[src/rtl/mem_arbiter_pkg.sv]
// Shared definitions for the CPU/debug single-port memory arbiter.
package mem_arbiter_pkg;
    localparam int unsigned ADDRESS_LENGTH_DEF = 11;
    localparam int unsigned DATA_LENGTH_DEF    = 16;

    typedef enum logic {
        REQ_CPU = 1'b0,
        REQ_DBG = 1'b1
    } requester_e;

    typedef enum logic {
        ST_OPEN   = 1'b0,
        ST_LOCKED = 1'b1
    } state_e;
endpackage

[src/rtl/mem_arbiter_if.sv]
// Bundle of CPU, debug and memory-side signals around mem_arbiter.
// slave: arbiter view; master: requester/memory environment view.
interface mem_arbiter_if
    import mem_arbiter_pkg::*;
#(
    parameter int unsigned ADDRESS_LENGTH = ADDRESS_LENGTH_DEF,
    parameter int unsigned DATA_LENGTH    = DATA_LENGTH_DEF
) ();
    logic                      cpu_req;
    logic                      cpu_we;
    logic [ADDRESS_LENGTH-1:0] cpu_addr;
    logic [DATA_LENGTH-1:0]    cpu_wdata;
    logic                      cpu_gnt;
    logic                      cpu_rvalid;
    logic [DATA_LENGTH-1:0]    cpu_rdata;
    logic [15:0]               cpu_stall_cnt;

    logic                      dbg_req;
    logic                      dbg_we;
    logic [ADDRESS_LENGTH-1:0] dbg_addr;
    logic [DATA_LENGTH-1:0]    dbg_wdata;
    logic                      dbg_gnt;
    logic                      dbg_rvalid;
    logic [DATA_LENGTH-1:0]    dbg_rdata;
    logic                      dbg_lock;

    logic                      mem_en;
    logic                      mem_we;
    logic [ADDRESS_LENGTH-1:0] mem_addr;
    logic [DATA_LENGTH-1:0]    mem_wdata;
    logic [DATA_LENGTH-1:0]    mem_rdata;

    modport slave (
        input  cpu_req, cpu_we, cpu_addr, cpu_wdata,
        input  dbg_req, dbg_we, dbg_addr, dbg_wdata, dbg_lock,
        input  mem_rdata,
        output cpu_gnt, cpu_rvalid, cpu_rdata, cpu_stall_cnt,
        output dbg_gnt, dbg_rvalid, dbg_rdata,
        output mem_en, mem_we, mem_addr, mem_wdata
    );

    modport master (
        output cpu_req, cpu_we, cpu_addr, cpu_wdata,
        output dbg_req, dbg_we, dbg_addr, dbg_wdata, dbg_lock,
        output mem_rdata,
        input  cpu_gnt, cpu_rvalid, cpu_rdata, cpu_stall_cnt,
        input  dbg_gnt, dbg_rvalid, dbg_rdata,
        input  mem_en, mem_we, mem_addr, mem_wdata
    );
endinterface

[src/rtl/mem_arbiter.sv]
// Two-requester (CPU, debug) arbiter for a single-port memory with debug lock.
// MEM_ARBITER_ROUND_ROBIN_EN: conflicts alternate; otherwise the CPU always wins.
module mem_arbiter
    import mem_arbiter_pkg::*;
#(
    parameter int unsigned ADDRESS_LENGTH = ADDRESS_LENGTH_DEF,
    parameter int unsigned DATA_LENGTH    = DATA_LENGTH_DEF
) (
    input logic          clk,
    input logic          reset,
    mem_arbiter_if.slave bus
);
    state_e     state_q, state_d;
    requester_e last_winner_q, last_winner_d;
    requester_e rd_tag_q, rd_tag_d;
    logic       rd_pend_q, rd_pend_d;
    logic [15:0] stall_q, stall_d;

    logic                      cpu_gnt;
    logic                      dbg_gnt;
    logic                      conflict_dbg_wins;
    logic                      we_sel;
    logic [ADDRESS_LENGTH-1:0] addr_sel;
    logic [DATA_LENGTH-1:0]    wdata_sel;

`ifdef MEM_ARBITER_ROUND_ROBIN_EN
    assign conflict_dbg_wins = (last_winner_q == REQ_CPU);
`else
    logic unused_last_winner;
    assign conflict_dbg_wins  = 1'b0;
    assign unused_last_winner = last_winner_q;
`endif

    always_comb begin
        cpu_gnt       = 1'b0;
        dbg_gnt       = 1'b0;
        state_d       = state_q;
        last_winner_d = last_winner_q;

        // Grants are combinational from req, so they are forced low while reset is held.
        if (!reset) begin
            if (state_q == ST_LOCKED) begin
                dbg_gnt = bus.dbg_req;
                if (!bus.dbg_lock) state_d = ST_OPEN;
            end else begin
                if (bus.cpu_req && bus.dbg_req) begin
                    dbg_gnt = conflict_dbg_wins;
                    cpu_gnt = !conflict_dbg_wins;
                end else begin
                    cpu_gnt = bus.cpu_req;
                    dbg_gnt = bus.dbg_req;
                end
                if (dbg_gnt && bus.dbg_lock) state_d = ST_LOCKED;
            end
        end

        if (cpu_gnt)      last_winner_d = REQ_CPU;
        else if (dbg_gnt) last_winner_d = REQ_DBG;
    end

    always_comb begin
        we_sel    = dbg_gnt ? bus.dbg_we    : bus.cpu_we;
        addr_sel  = dbg_gnt ? bus.dbg_addr  : bus.cpu_addr;
        wdata_sel = dbg_gnt ? bus.dbg_wdata : bus.cpu_wdata;

        rd_pend_d = (cpu_gnt && !bus.cpu_we) || (dbg_gnt && !bus.dbg_we);
        rd_tag_d  = dbg_gnt ? REQ_DBG : REQ_CPU;

        stall_d = stall_q;
        if (bus.cpu_req && !cpu_gnt && (stall_q != '1)) stall_d = stall_q + 16'd1;
    end

    always_ff @(posedge clk or posedge reset) begin
        if (reset) begin
            state_q       <= ST_OPEN;
            last_winner_q <= REQ_DBG;
            rd_tag_q      <= REQ_CPU;
            rd_pend_q     <= 1'b0;
            stall_q       <= '0;
        end else begin
            state_q       <= state_d;
            last_winner_q <= last_winner_d;
            rd_tag_q      <= rd_tag_d;
            rd_pend_q     <= rd_pend_d;
            stall_q       <= stall_d;
        end
    end

    assign bus.cpu_gnt       = cpu_gnt;
    assign bus.dbg_gnt       = dbg_gnt;
    assign bus.mem_en        = cpu_gnt | dbg_gnt;
    assign bus.mem_we        = (cpu_gnt | dbg_gnt) & we_sel;
    assign bus.mem_addr      = addr_sel;
    assign bus.mem_wdata     = wdata_sel;
    assign bus.cpu_rvalid    = rd_pend_q && (rd_tag_q == REQ_CPU);
    assign bus.dbg_rvalid    = rd_pend_q && (rd_tag_q == REQ_DBG);
    assign bus.cpu_rdata     = bus.mem_rdata;
    assign bus.dbg_rdata     = bus.mem_rdata;
    assign bus.cpu_stall_cnt = stall_q;
endmodule

[src/flat_wrapper.sv]
// flat-port wrapper written by rule: the top's interface ports become plain ports
module mem_arbiter_flat import mem_arbiter_pkg::*;
#(
    parameter int unsigned ADDRESS_LENGTH = ADDRESS_LENGTH_DEF,
    parameter int unsigned DATA_LENGTH    = DATA_LENGTH_DEF
)
  (clk, reset, bus_cpu_req, bus_cpu_we, bus_cpu_addr, bus_cpu_wdata, bus_dbg_req, bus_dbg_we, bus_dbg_addr, bus_dbg_wdata, bus_dbg_lock, bus_mem_rdata, bus_cpu_gnt, bus_cpu_rvalid, bus_cpu_rdata, bus_cpu_stall_cnt, bus_dbg_gnt, bus_dbg_rvalid, bus_dbg_rdata, bus_mem_en, bus_mem_we, bus_mem_addr, bus_mem_wdata);
  mem_arbiter_if #(.ADDRESS_LENGTH(ADDRESS_LENGTH), .DATA_LENGTH(DATA_LENGTH)) bus_i ();
  input logic clk;
  input logic reset;
  input wire logic [$bits(bus_i.cpu_req)-1:0] bus_cpu_req;
  input wire logic [$bits(bus_i.cpu_we)-1:0] bus_cpu_we;
  input wire logic [$bits(bus_i.cpu_addr)-1:0] bus_cpu_addr;
  input wire logic [$bits(bus_i.cpu_wdata)-1:0] bus_cpu_wdata;
  input wire logic [$bits(bus_i.dbg_req)-1:0] bus_dbg_req;
  input wire logic [$bits(bus_i.dbg_we)-1:0] bus_dbg_we;
  input wire logic [$bits(bus_i.dbg_addr)-1:0] bus_dbg_addr;
  input wire logic [$bits(bus_i.dbg_wdata)-1:0] bus_dbg_wdata;
  input wire logic [$bits(bus_i.dbg_lock)-1:0] bus_dbg_lock;
  input wire logic [$bits(bus_i.mem_rdata)-1:0] bus_mem_rdata;
  output wire logic [$bits(bus_i.cpu_gnt)-1:0] bus_cpu_gnt;
  output wire logic [$bits(bus_i.cpu_rvalid)-1:0] bus_cpu_rvalid;
  output wire logic [$bits(bus_i.cpu_rdata)-1:0] bus_cpu_rdata;
  output wire logic [$bits(bus_i.cpu_stall_cnt)-1:0] bus_cpu_stall_cnt;
  output wire logic [$bits(bus_i.dbg_gnt)-1:0] bus_dbg_gnt;
  output wire logic [$bits(bus_i.dbg_rvalid)-1:0] bus_dbg_rvalid;
  output wire logic [$bits(bus_i.dbg_rdata)-1:0] bus_dbg_rdata;
  output wire logic [$bits(bus_i.mem_en)-1:0] bus_mem_en;
  output wire logic [$bits(bus_i.mem_we)-1:0] bus_mem_we;
  output wire logic [$bits(bus_i.mem_addr)-1:0] bus_mem_addr;
  output wire logic [$bits(bus_i.mem_wdata)-1:0] bus_mem_wdata;
  assign bus_i.cpu_req = bus_cpu_req;
  assign bus_i.cpu_we = bus_cpu_we;
  assign bus_i.cpu_addr = bus_cpu_addr;
  assign bus_i.cpu_wdata = bus_cpu_wdata;
  assign bus_i.dbg_req = bus_dbg_req;
  assign bus_i.dbg_we = bus_dbg_we;
  assign bus_i.dbg_addr = bus_dbg_addr;
  assign bus_i.dbg_wdata = bus_dbg_wdata;
  assign bus_i.dbg_lock = bus_dbg_lock;
  assign bus_i.mem_rdata = bus_mem_rdata;
  assign bus_cpu_gnt = bus_i.cpu_gnt;
  assign bus_cpu_rvalid = bus_i.cpu_rvalid;
  assign bus_cpu_rdata = bus_i.cpu_rdata;
  assign bus_cpu_stall_cnt = bus_i.cpu_stall_cnt;
  assign bus_dbg_gnt = bus_i.dbg_gnt;
  assign bus_dbg_rvalid = bus_i.dbg_rvalid;
  assign bus_dbg_rdata = bus_i.dbg_rdata;
  assign bus_mem_en = bus_i.mem_en;
  assign bus_mem_we = bus_i.mem_we;
  assign bus_mem_addr = bus_i.mem_addr;
  assign bus_mem_wdata = bus_i.mem_wdata;
  mem_arbiter #(.ADDRESS_LENGTH(ADDRESS_LENGTH), .DATA_LENGTH(DATA_LENGTH)) u_core (.clk(clk), .reset(reset), .bus(bus_i));
endmodule
[config.mk]
export PLATFORM = sky130hd
export DESIGN_NAME = mem_arbiter_flat
export DESIGN_NICKNAME = d
export VERILOG_FILES = /design/src/rtl/mem_arbiter_pkg.sv /design/src/rtl/mem_arbiter_if.sv /design/src/rtl/mem_arbiter.sv /design/src/flat_wrapper.sv
export SDC_FILE = /design/constraint.sdc
export NUM_CORES = 1
export LEC_CHECK = 0
export BUFFER_PORTS_ARGS = -buffer_cell sky130_fd_sc_hd__buf_2
export CAP_MARGIN = 10
export CORE_ASPECT_RATIO = 0.75
export CORE_UTILIZATION = 36
export DETAILED_ROUTE_END_ITERATION = 16
export PLACE_DENSITY = 0.82
export SYNTH_ARGS = -nofsm -noshare
export SYNTH_HDL_FRONTEND = slang
export SYNTH_SLANG_ARGS = --single-unit
[constraint.sdc]
create_clock -name clk -period 2.15 [get_ports clk]
set_clock_uncertainty 0.05 [all_clocks]
set_input_delay 0.1075 -clock clk [delete_from_list [all_inputs] [get_ports clk]]
set_output_delay 0.1075 -clock clk [all_outputs]
set_load 0.01 [all_outputs]
* Word-level counts from Yosys, hierarchy flattened *
Index checks and enable logic that the tools add are counted.

word-level totals
  register bits = 19
  latch bits = 0
  bits in writable memories = 0
  ROM bits = 0
  output and inout port bits = 81
  logic and storage cells = 36
  memories = 0

cells by class
  $add $sub $neg = 1
  $mul = 0
  div/mod/pow operators = 0
  $lt $le $gt $ge = 0
  eq/ne operators = 1
  shift operators = 0
  mux-type cells = 15
  bitwise gates (word level) = 3
  reductions and logical operators = 12

operators with widths
  operator                                        number
  adder 16 x 1 -> 16 bit (second input constant)  1
  2-to-1 mux 16 bit                               1
  inequality test 16 bit (second input constant)  1
  2-to-1 mux 1 bit                                13
  2-to-1 mux 11 bit                               1
  logical AND 1 bit                               8
  logical NOT 1 bit                               3
  AND 1 bit                                       1
  logical OR 1 bit                                1
  inverter 1 bit                                  1
  bitwise OR 1 bit                                1

* Depth between registers and ports, before layout *
  depth in word-level cells = 8
  mapped depth = 6
  mapped depth without buffers = 5

* Worst setup path before layout *
Ideal clock, no wire load.

  kind = register -> register
  start = reg u_core.stall_q[0] (netlist: u_core.bus.cpu_stall_cnt[0])
  end = reg u_core.stall_q[14] (netlist: u_core.bus.cpu_stall_cnt[14])
  library setup time = 0.138 ns
  data arrival time = 1.532 ns
  path slack = 0.430 ns
  cell stages (with the launch flop) = 7
  buffers on the path = 1
  cell sequence = dfrtp_1 > ha_1 > nand3_1 > nor4_4 > buf_6 > nor4_1 > xor2_1

between the ends
  longest elaborated chain between the ends = 2

ends and longest elaborated chain
  item                                                                            RTL line           text
  start: declaration                                                              mem_arbiter.sv:17  logic [15:0] stall_q, stall_d;
  start signal: assignment                                                        mem_arbiter.sv:85  stall_q <= stall_d;
  parallel branches: the longest is 2 deep, another holds adder 16 x 1 -> 16 bit  --

Parallel ways; which one is timed is not known.
A chain may end at the register's enable or synchronous reset.

* Worst setup path in the final report *
  start = reg u_core.state_q
  end = out bus_mem_wdata[0]

between the ends
  longest elaborated chain between the ends = 3

ends and longest elaborated chain
  item                      RTL line            text
  start: declaration        mem_arbiter.sv:13   state_e state_q, state_d;
  start signal: assignment  mem_arbiter.sv:81   state_q <= state_d;
  2-to-1 mux 1 bit          mem_arbiter.sv:42   if (state_q == ST_LOCKED) begin
  2-to-1 mux 1 bit          mem_arbiter.sv:41   if (!reset) begin
  2-to-1 mux 16 bit         mem_arbiter.sv:64   wdata_sel = dbg_gnt ? bus.dbg_wdata : bus.cpu_wdata;
  end: declaration          flat_wrapper.sv:31  output wire logic [$bits(bus_i.mem_wdata)-1:0] bus_mem_wdata;

Every way passes these cells.

==> metrics.csv <==
metric,value,unit
Slowest cell on crit path,dfrtp_1,
final worst-path cycle share,93.6,%
top cell type's share of synthesized area,30.9,%
HPWL Detailed,3390,um
sequential fraction of the synthesis area,30.9,%
"antenna viol nets, final",0,
CP Capture Type,output port,
largest area contributor in the netlist,dfrtp_1,
Worst R2R Start,u_core.bus.cpu_stall_cnt[0],
Final nets,312,
CP Class,reg2out,
layout cells sized above 1,63.1,%
Post-Synthesis Net Count,232,
DRT iter0 DRCs,53,
FF-to-FF End,u_core.bus.cpu_stall_cnt[10],
Synth Instances,154,
min Tclk post-route,2010,ps
post-route cell area,1960,sq um
Max IR drop VDD,0.241,mV
startpoint types,register,
Post-CTS Resized,0,
vias in the first global route,1250,
P&R area growth vs syn,27.5,%
cells on worst reg2reg path,6,
number of synthesized flops with an enable pin,0,
HP Class,in2reg,
vias per cell,4.90,
power per cell area,635,nW/um^2
Core ar.,4080,sq um
max-cap viol count,0,
largest cells by area after synthesis,"dfrtp_1 31%, mux2_2 20%, buf_4 16%, xor2_1 8.5%, nand3_1 2.3%",
Netlist cell types,28,
initial antenna violation count,0,
DRT Wirelength,4060,um
most instantiated cells after synthesis,"32 x buf_4, 27 x mux2_2, 19 x dfrtp_1",
Slew @ Worst Pin,631,ps
Yosys warnings,0,
Setup Buffers After CTS,0,
CTS root buffer,clkbuf_8,
"CTS clk-pin slew, worst paths",70,ps
CP endpoint,bus_mem_wdata[0],
GR Util All Layers,17.6,%
syn avg cell area,10.0,sq um
register bit total from synthesis,19,
critical path depth,5,
"setup slack, reg-to-reg",280,ps
Clock Path Buffers,2,
number of top-level pins,158,
placed cell area,1910,sq um
P_leak,1.07,nW
unrepaired setup endpoints after global routing,no,
"Data required, critical path",1990,ps
grt total ovfl,0,
largest net degree at the start of global routing,26,
Rel. slew slack,58.0,%
Worst Setup SP,u_core.state_q,
Die Ht,58.6,um
Clock Latency Late Sink,250,ps
Final Hold Viols,0,
DIE WIDTH,77.5,um
Die Area,4550,sq um
global-route wire length before repair,6020,um
critical path arrival,1850,ps
Final setup viols,0,
Setup TNS,0,ps
CTS tree,done,
wire per inst,14.1,um
GPL Wtd Cong,0.820,
WP buf/inv,2,
DR DRC count,0,
Row Count,20,
most frequent cell after synthesis,buf_4,
drt first pass iters,4,
number of port buffers,109,
DR vias,1411,
CTS Buf Count,3,
ys async rst share,100,%
Netlist Area Pre-Place,1540,sq um
cell family with most CP delay,simple AND/OR/NAND/NOR gates,
Fmax achieved,0.497,GHz
Layout fillers,404,
CP peak stage delay,420,ps
CP Max Fanout,25,
Main synth FF type,dfrtp_1,
Hold WS,12.6,ps
outcome,finished clean,
Starting Density,37.8,%
CTS Sinks,19,
CP cell instances,nand2b_1 > nand3_1 > buf_12 > mux2_2 > buf_2,
count of pins over their slew limit,0,
Diodes inserted,0,
H-tree levels,1,
power breakdown:
part           internal [mW]  total (mW)  switching, mW
logic                  0.240       0.464          0.224
registers              0.435       0.538          0.103
clock network          0.129       0.246          0.117
area by class of cell:
class	instances	area, sq um	area share (%)
Multi-Input combinational cell	95	774	39.5
Timing Repair Buffer	113	591	30.1
Sequential cell	19	475	24.2
Tap cell	55	68.8	3.51
Clock buffer	3	41.3	2.10
Inverter	2	7.51	0.382
Clock inverter	1	5.00	0.255
per-stage QoR:
| stage | util (%) | cells | worst slack, ps | total power, mW |
|---|---|---|---|---|
| after global placement | 46.7 | 283 | 392 | 0.992 |
| after floorplan | - | 154 | 430 | 0.844 |
| after global routing | 48.1 | 288 | 47.0 | 1.34 |
| after detailed placement | 46.7 | 283 | 289 | 1.01 |
| final | 48.1 | 288 | 138 | 1.25 |
| after CTS | 48.1 | 288 | 133 | 1.26 |
repair_timing:
| item | 4_1_cts | 5_1_grt |
|---|---|---|
| hold buffers | 1 | 0 |
| endpoints found under the setup margin | 0 | 0 |
| endpoints found under the hold margin | 19 | 0 |
how the worst min path moves through the flow:
stage,start,endpoint,slack [ps],cells past startpoint
detailed placement,bus_mem_rdata[6],bus_cpu_rdata[6],170,0
CTS,bus_dbg_we,u_core.rd_pend_q,6,2
floorplan,bus_dbg_we,u_core.rd_pend_q,150,1
global route,bus_dbg_we,u_core.rd_pend_q,10,2
finish,bus_dbg_we,u_core.rd_pend_q,10,2
global placement,bus_mem_rdata[6],bus_cpu_rdata[6],170,0
worst register-to-register path, cell delays in order (launching register included):
cell,delay (ps)
dfrtp_1,420
ha_1,200
nand3_1,150
nor4_4,430
buf_4,240
nor4_1,70
xor2_1,180
state kept, by name, summed over array words and instances, names as in the netlist:
register	cells
u_core.rd_pend_q	1
u_core.rd_tag_q	1
u_core.bus.cpu_stall_cnt	16
u_core.state_q	1
layer usage:
metal | up-vias | part of all wire [%] | global-route usage [%]
met5 | - | 0 | 0
met4 | 0 | 1.7 | 7.01
met3 | 4 | 9.3 | 7.91
met2 | 84 | 47 | 26.4
met1 | 656 | 42 | 22.2
li1 | 667 | - | -
cell families after synthesis:
family	Yosys count	synth area share, %
DFF	19	30.9
adders and majority gates	1	0.812
and+or+nand+nor	47	18.2
AOI/OAI and AO/OA	4	2.03
muxes	28	20.7
xor gates and xnor gates	15	8.53
buffers and inverters	40	18.8
placed cells by master, fill, tap and decap left out, types with 2 or more instances in the layout:
cell	count
and2_1	2
and3_1	2
and4_1	2
buf_2	109
buf_4	2
clkbuf_8	3
dfrtp_1	19
inv_1	2
mux2_2	27
nand2_1	7
nand3_1	7
nand4_1	4
nor2_1	3
nor2b_1	2
nor3_1	6
nor3b_1	2
nor4_1	5
nor4b_1	2
xor2_1	15
No activity file was read; power rests on OpenSTA's default activity.
